`config.mk`:
```
export PLATFORM = sky130hd
export DESIGN_NAME = aes_block_fetch
export DESIGN_NICKNAME = d
export VERILOG_FILES = /design/src/rtl/aes_block_fetch_pkg.sv /design/src/rtl/aes_word_packer.sv /design/src/rtl/aes_block_fetch.sv
export SDC_FILE = /design/constraint.sdc
export NUM_CORES = 1
export LEC_CHECK = 0
export BUFFER_PORTS_ARGS = -buffer_cell sky130_fd_sc_hd__buf_2
export CELL_PAD_IN_SITES_DETAIL_PLACEMENT = 0
export CELL_PAD_IN_SITES_GLOBAL_PLACEMENT = 1
export CORE_AREA = 3 3 125 127
export CTS_CLUSTER_SIZE = 25
export DETAILED_ROUTE_END_ITERATION = 10
export DIE_AREA = 0 0 128 130
export PLACE_DENSITY = 0.89
export SLEW_MARGIN = 20
export SYNTH_ARGS = -nofsm -noshare
export SYNTH_HDL_FRONTEND = slang
export SYNTH_SLANG_ARGS = --single-unit
```
`constraint.sdc`:
```
create_clock -name clk_i -period 2.46 [get_ports clk_i]
set_input_delay 0.369 -clock clk_i [delete_from_list [all_inputs] [get_ports clk_i]]
set_output_delay 0.369 -clock clk_i [all_outputs]
set_load 0.02 [all_outputs]
```
`src/rtl/aes_block_fetch_pkg.sv`:
```
// aes_block_fetch_pkg: shared widths and FSM state encodings for the AES
// block fetch sequencer. Optional build macro: AES_FETCH_BSWAP_EN.
`ifndef AES_BLOCK_FETCH_DEFINES
`define AES_BLOCK_FETCH_DEFINES

`ifndef ADDR_WIDTH
`define ADDR_WIDTH 8
`endif
`ifndef WORD_WIDTH
`define WORD_WIDTH 32
`endif
`ifndef BLOCK_WIDTH
`define BLOCK_WIDTH 128
`endif
`ifndef WORDS_PER_BLOCK
`define WORDS_PER_BLOCK (`BLOCK_WIDTH / `WORD_WIDTH)
`endif

`define AES_ST_IDLE  3'd0
`define AES_ST_FETCH 3'd1
`define AES_ST_DRAIN 3'd2
`define AES_ST_HOLD  3'd3
`define AES_ST_FIN   3'd4

`endif

package aes_block_fetch_pkg;

    localparam int FETCH_PIPE_DEPTH = 2;

    typedef enum logic [2:0] {
        ST_IDLE  = `AES_ST_IDLE,
        ST_FETCH = `AES_ST_FETCH,
        ST_DRAIN = `AES_ST_DRAIN,
        ST_HOLD  = `AES_ST_HOLD,
        ST_FIN   = `AES_ST_FIN
    } state_t;

endpackage

```
`src/rtl/aes_word_packer.sv`:
```
// aes_word_packer: shifts memory words into a 128-bit block, word 0 ending in
// the MSBs. Optional build macro AES_FETCH_BSWAP_EN byte-reverses each word
// before insertion (little-endian memory image).
module aes_word_packer
    import aes_block_fetch_pkg::*;
#(
    parameter int WORD_WIDTH  = `WORD_WIDTH,
    parameter int BLOCK_WIDTH = `BLOCK_WIDTH
) (
    input  logic                   clk_i,
    input  logic                   rst_i,
    input  logic                   i_cap,
    input  logic                   i_clear,
    input  logic [WORD_WIDTH-1:0]  i_word,
    output logic [BLOCK_WIDTH-1:0] o_block,
    output logic                   o_last,
    output logic                   o_full
);

    localparam int WPB = BLOCK_WIDTH / WORD_WIDTH;
    localparam int CW  = (WPB > 1) ? $clog2(WPB) : 1;
    localparam logic [CW-1:0] LAST_CAP = CW'(WPB - 1);

    logic [BLOCK_WIDTH-1:0] r_block;
    logic [CW-1:0]          r_cap_cnt;
    logic                   r_full;
    logic [WORD_WIDTH-1:0]  w_word;

`ifdef AES_FETCH_BSWAP_EN
    function automatic logic [WORD_WIDTH-1:0] byte_swap(input logic [WORD_WIDTH-1:0] w);
        logic [WORD_WIDTH-1:0] r;
        r = '0;
        for (int i = 0; i < WORD_WIDTH / 8; i++) begin
            r[8*i +: 8] = w[WORD_WIDTH-8-8*i +: 8];
        end
        return r;
    endfunction

    assign w_word = byte_swap(i_word);
`else
    assign w_word = i_word;
`endif

    // The capture that completes a block; the FSM leaves DRAIN on this.
    assign o_last  = i_cap && (r_cap_cnt == LAST_CAP);
    assign o_block = r_block;
    assign o_full  = r_full;

    // Shift-in register, capture counter and full flag.
    always_ff @(posedge clk_i) begin
        if (rst_i) begin
            r_block   <= '0;
            r_cap_cnt <= '0;
            r_full    <= 1'b0;
        end else begin
            if (i_cap) begin
                r_block   <= {r_block[BLOCK_WIDTH-WORD_WIDTH-1:0], w_word};
                r_cap_cnt <= o_last ? '0 : r_cap_cnt + 1'b1;
            end
            if (o_last) begin
                r_full <= 1'b1;
            end else if (i_clear) begin
                r_full <= 1'b0;
            end
        end
    end

endmodule

```
`src/rtl/aes_block_fetch.sv`:
```
// aes_block_fetch: drives the address counter enable, follows each issue
// through a 2-deep valid pipe (counter update + synchronous memory read) and
// hands packed 128-bit blocks to the AES core over valid/ready, for a burst of
// num_blocks_i blocks. Optional build macro AES_FETCH_BSWAP_EN (see packer).
module aes_block_fetch
    import aes_block_fetch_pkg::*;
#(
    parameter int ADDR_WIDTH  = `ADDR_WIDTH,
    parameter int WORD_WIDTH  = `WORD_WIDTH,
    parameter int BLOCK_WIDTH = `BLOCK_WIDTH,
    parameter int CNT_WIDTH   = 8
) (
    input  logic                   clk_i,
    input  logic                   rst_i,
    input  logic                   start_i,
    input  logic [CNT_WIDTH-1:0]   num_blocks_i,
    input  logic [ADDR_WIDTH-1:0]  pc_i,
    output logic                   pc_en_o,
    input  logic [WORD_WIDTH-1:0]  mem_rdata_i,
    output logic [BLOCK_WIDTH-1:0] block_o,
    output logic                   block_valid_o,
    input  logic                   block_ready_i,
    output logic                   busy_o,
    output logic                   done_o
);

    localparam int WPB = BLOCK_WIDTH / WORD_WIDTH;
    localparam int IW  = (WPB > 1) ? $clog2(WPB) : 1;
    localparam logic [IW-1:0] LAST_ISSUE = IW'(WPB - 1);

    state_t                 r_state;
    state_t                 w_state_nxt;
    logic [IW-1:0]          r_issue_cnt;
    logic                   r_vld_p1;
    logic                   r_vld_p2;
    logic [CNT_WIDTH-1:0]   r_remaining;
    logic                   w_last_issue;
    logic                   w_last_cap;
    logic                   w_full;
    logic                   w_hs;
    logic                   w_unused_pc;

    // The address reaches the memory externally; it is not needed here.
    assign w_unused_pc  = ^pc_i;

    assign w_last_issue = pc_en_o && (r_issue_cnt == LAST_ISSUE);
    assign w_hs         = block_valid_o && block_ready_i;

    aes_word_packer #(
        .WORD_WIDTH  (WORD_WIDTH),
        .BLOCK_WIDTH (BLOCK_WIDTH)
    ) u_packer (
        .clk_i   (clk_i),
        .rst_i   (rst_i),
        .i_cap   (r_vld_p2),
        .i_clear (w_hs),
        .i_word  (mem_rdata_i),
        .o_block (block_o),
        .o_last  (w_last_cap),
        .o_full  (w_full)
    );

    // State register, issue counter, valid pipe and remaining-block counter.
    always_ff @(posedge clk_i) begin
        if (rst_i) begin
            r_state     <= ST_IDLE;
            r_issue_cnt <= '0;
            r_vld_p1    <= 1'b0;
            r_vld_p2    <= 1'b0;
            r_remaining <= '0;
        end else begin
            r_state <= w_state_nxt;
            // issue -> counter update (p1) -> memory read data (p2)
            r_vld_p1 <= pc_en_o;
            r_vld_p2 <= r_vld_p1;
            if (pc_en_o) begin
                r_issue_cnt <= w_last_issue ? '0 : r_issue_cnt + 1'b1;
            end
            if ((r_state == ST_IDLE) && start_i) begin
                r_remaining <= num_blocks_i;
            end else if (w_hs) begin
                r_remaining <= r_remaining - 1'b1;
            end
        end
    end

    // Next-state and Moore outputs.
    always_comb begin
        w_state_nxt   = r_state;
        pc_en_o       = 1'b0;
        block_valid_o = 1'b0;
        busy_o        = 1'b1;
        done_o        = 1'b0;
        case (r_state)
            ST_IDLE: begin
                busy_o = 1'b0;
                if (start_i) begin
                    w_state_nxt = (num_blocks_i == '0) ? ST_FIN : ST_FETCH;
                end
            end
            ST_FETCH: begin
                pc_en_o = 1'b1;
                if (w_last_issue) begin
                    w_state_nxt = ST_DRAIN;
                end
            end
            ST_DRAIN: begin
                if (w_last_cap) begin
                    w_state_nxt = ST_HOLD;
                end
            end
            ST_HOLD: begin
                block_valid_o = w_full;
                if (w_full && block_ready_i) begin
                    w_state_nxt = (r_remaining == CNT_WIDTH'(1)) ? ST_FIN : ST_FETCH;
                end
            end
            ST_FIN: begin
                done_o      = 1'b1;
                w_state_nxt = ST_IDLE;
            end
            default: begin
                w_state_nxt = ST_IDLE;
            end
        endcase
    end

endmodule

```
==> impl_results.rst <==
.. list-table::
   :header-rows: 1

   * - Metric
     - Value
   * - Sequential share of the synthesized area
     - 54.1%
   * - Synth Area in Simple Gates
     - 14.1%
   * - Placement-stage cell area
     - 6480 sq um
   * - Worst path buffer plus inverter count
     - 1
   * - Compound-Gate Fraction of Synth Area
     - 3.70%
   * - Most frequently used flop master after synthesis
     - sky130_fd_sc_hd__dfxtp_1
   * - Vias in the first global route
     - ~4100
   * - Critical Path AT
     - 1.67 ns
   * - Maximum number of pins on one net before global-route repair
     - 62
   * - Tightest slew margin relative to the limit
     - 49.0%
   * - Total of fill cells in the finished design
     - between 1000 and 1500
   * - Latest clock arrival within the worst-skew pair
     - 0.40 ns
   * - Buffers inserted during post-CTS setup optimization
     - 0
   * - Post-DR wirelength/cell
     - 13.8 um
   * - Async set-reset flop share out of synthesis
     - 0%
   * - Core area
     - 14500 sq um
   * - Count of flip-flops with a built-in enable after synthesis
     - 0
   * - Root buffer selected by CTS
     - sky130_fd_sc_hd__clkbuf_16
   * - Most frequent standard cell in the layout excluding fill and tap cells
     - sky130_fd_sc_hd__buf_2
   * - H-tree levels
     - 4
   * - Pwr/cell area
     - roughly 750 nW/um^2
   * - Share of cells above drive strength 1
     - 30.6%
   * - Cell area after technology mapping
     - 5400 sq um
   * - Max Root-Sink Buffers
     - 2
   * - WL final
     - 12300 um
   * - Type of element launching the critical path
     - flop
   * - Worst-path cell chain
     - and3b_1 -> and2_1 -> buf_2
   * - Sum of negative setup slack
     - 0 ns
   * - Number of antenna violations at the first check in global routing
     - 0
   * - Main combinational cell family by area after synthesis
     - multiplexers
   * - Leakage power total
     - around 3 nW
   * - Die Area
     - 16600 sq um
   * - Syn Nets
     - 583
   * - Max-slew violation count
     - 0
   * - Number of synthesis warnings
     - 0
   * - Number of antenna repair diodes
     - 0
   * - Startpoint-to-endpoint class of the critical path
     - reg2out
   * - Number of iterations in the first detailed-routing pass
     - 4
   * - Min Clock Period, post-route
     - roughly 2 ns
   * - HP Class
     - in2reg
   * - Iteration-0 DRC count of the detailed router
     - 209
   * - Die extent in x
     - approximately 130 um
   * - Setup repair after global routing missed its margin
     - no
   * - HPWL after detailed placement
     - 8750 um
   * - IO Count
     - ~180
   * - Critical path capture point type
     - output pin
   * - Resized Gates After CTS
     - 0
   * - Per-instance average area after synthesis
     - 10.3 sq um
   * - Placer congestion estimate
     - 0.890
   * - R2R setup slack
     - approximately 0.53 ns
   * - First-pass GRT wire length
     - 19900 um
   * - Ratio of final minimum period to clock period
     - between 80% and 90%
   * - Number of cells produced by synthesis
     - 527
   * - Routed via count divided by cell count
     - a little under 5
   * - Total of buffers placed on input and output ports
     - 175
   * - Y dimension of the die
     - 130 um
   * - Clock transition at the register clock pins on the worst setup and hold paths after CTS
     - 0.06 ns
   * - Clock tree from TritonCTS
     - yes
   * - Post-synthesis cell type count
     - 40
   * - Remaining routing DRC violations
     - 0
   * - Total routing usage reported by global routing
     - 14.7%
   * - Relative area change from synthesis to final layout
     - 29.1%
   * - DR vias
     - 4273
   * - Overflow left after global routing
     - 0
   * - Portion of netlist area occupied by mux cells
     - roughly a quarter
   * - Post-synthesis adder-cell area fraction
     - 0.926%
   * - Number of buffers created by CTS
     - 17
   * - Cell Rows
     - 44
   * - Net count reported at finish
     - 750
   * - Finished Cell Area
     - 6970 sq um
   * - Critical Path RT
     - 2.09 ns
   * - Cell with the largest stage delay on the worst path
     - sky130_fd_sc_hd__dfxtp_1
   * - Starting utilization of the core area
     - 37.2%
   * - Parity-gate share of the synthesized area counting xor and xnor cells
     - 0%
   * - Most frequent cells in the layout
     - sky130_fd_sc_hd__buf_2, sky130_fd_sc_hd__dfxtp_1, sky130_fd_sc_hd__nor2_1
   * - Clock sink count
     - between 100 and 150
   * - Final Util
     - 48.0%
   * - Setup clock skew after layout
     - roughly 0.0047 ns
   * - Count of state elements after synthesis
     - 146
   * - Hold buffers post-CTS
     - 0
   * - Number of max-cap violations
     - 0
   * - Result of the run
     - complete, no violations
   * - Highest attainable clock frequency
     - 491 MHz
   * - Maximum fanout along the worst path
     - 15
   * - Least-Margin Pin Slew
     - 0.763 ns
   * - Maximum VDD drop
     - 0.000418 V
   * - Delay of the slowest cell on the worst path
     - 0.58 ns
   * - Final Hold Fails
     - 0
   * - Number of setup violations in the final report
     - 0
   * - Remaining antenna violation count
     - 0
   * - Gate family responsible for the most delay along the worst path
     - flip-flops
-- metrics by stage --
step / hold slack (ns) / power, mW / worst slack, ns / instances
3_5_place_dp: 0.426 / 3.13 / 0.593 / 859
6_report: 0.200 / 5.25 / 0.421 / 890
5_1_grt: 0.195 / 5.50 / 0.277 / 890
2_1_floorplan: 0.414 / 2.96 / 0.747 / 527
4_1_cts: 0.171 / 5.32 / 0.394 / 890
3_3_place_gp: 0.416 / 3.11 / 0.654 / 859
-- synth_stat cells, drive strengths merged (2+ instances only) --
cell type | number | area (sq um)
a21oi | 8 | 40.0
a2bb2oi | 2 | 17.5
a31oi | 5 | 31.3
and2 | 2 | 12.5
buf | 14 | 63.8
clkbuf | 21 | 78.8
dfxtp | 146 | 2920
ha | 4 | 50.1
inv | 3 | 11.3
mux2i | 130 | 1300
nand2 | 12 | 45.0
nand3 | 4 | 20.0
nand4b | 2 | 17.5
nor2 | 139 | 524
nor2b | 2 | 12.5
nor3 | 3 | 15.0
o211ai | 4 | 30.0
o21ai | 4 | 20.0
or3 | 4 | 28.8
or4 | 2 | 18.8
-- power by group --
group / switching (mW) / internal [mW]
logic: 0.296 / 0.251
registers: 0.0995 / 2.43
clock network: 0.899 / 1.27
total: 1.29 / 3.96
-- sequential cells by signal, indices dropped and copies added (netlist names) --
register            cells
u_packer.o_block      128
r_remaining             8
r_state                 3
r_issue_cnt             2
u_packer.r_cap_cnt      2
r_vld_p1                1
r_vld_p2                1
u_packer.o_full         1
-- cell families (layout without fill, tap and decap cells) --
family | count (synthesis) | after routing
and+or+nand+nor | 178 | 178
DFF | 146 | 146
muxes | 131 | 131
buffers and inverters | 38 | 217
AOI/OAI and AO/OA | 30 | 30
adders and majority gates | 4 | 4
-- worst paths after layout --
check | from | to | cells past startpoint
worst max-delay path | r_state[1] | block_valid_o | 3
worst min-delay path | mem_rdata_i[24] | u_packer.o_block[24] | 3
worst max register to register | r_state[1] | r_remaining[5] | 4
worst min register to register | r_vld_p1 | r_vld_p2 | 1
-- worst register-to-register path, cell delays in order (launching register included) --
cell and delay (ns):
sky130_fd_sc_hd__dfxtp_1 0.58, sky130_fd_sc_hd__and3b_1 0.36, sky130_fd_sc_hd__nand4b_1 0.23, sky130_fd_sc_hd__o311ai_0 0.43, sky130_fd_sc_hd__a31oi_1 0.18
-- cell type report --
class	instances	area, sq um	share of cell area, %
clock buffer	25	455	6.53
multi-input combinational	343	2330	33.4
timing repair buffer	183	988	14.2
sequential	146	2930	42.0
tap	184	230	3.30
inverter	3	11.3	0.161
clock inverter	6	35.0	0.502
-- metal layers --
| metal | up-vias | share of wire, % | track usage (%) |
|---|---|---|---|
| li1 | 2131 | - | - |
| met1 | 1977 | 44 | 18.1 |
| met2 | 141 | 47 | 23.5 |
| met3 | 24 | 6.7 | 4.71 |
| met4 | 0 | 2.3 | 7.24 |
| met5 | - | 0 | 0 |
Note: power is estimated with default switching activity, not from simulation.
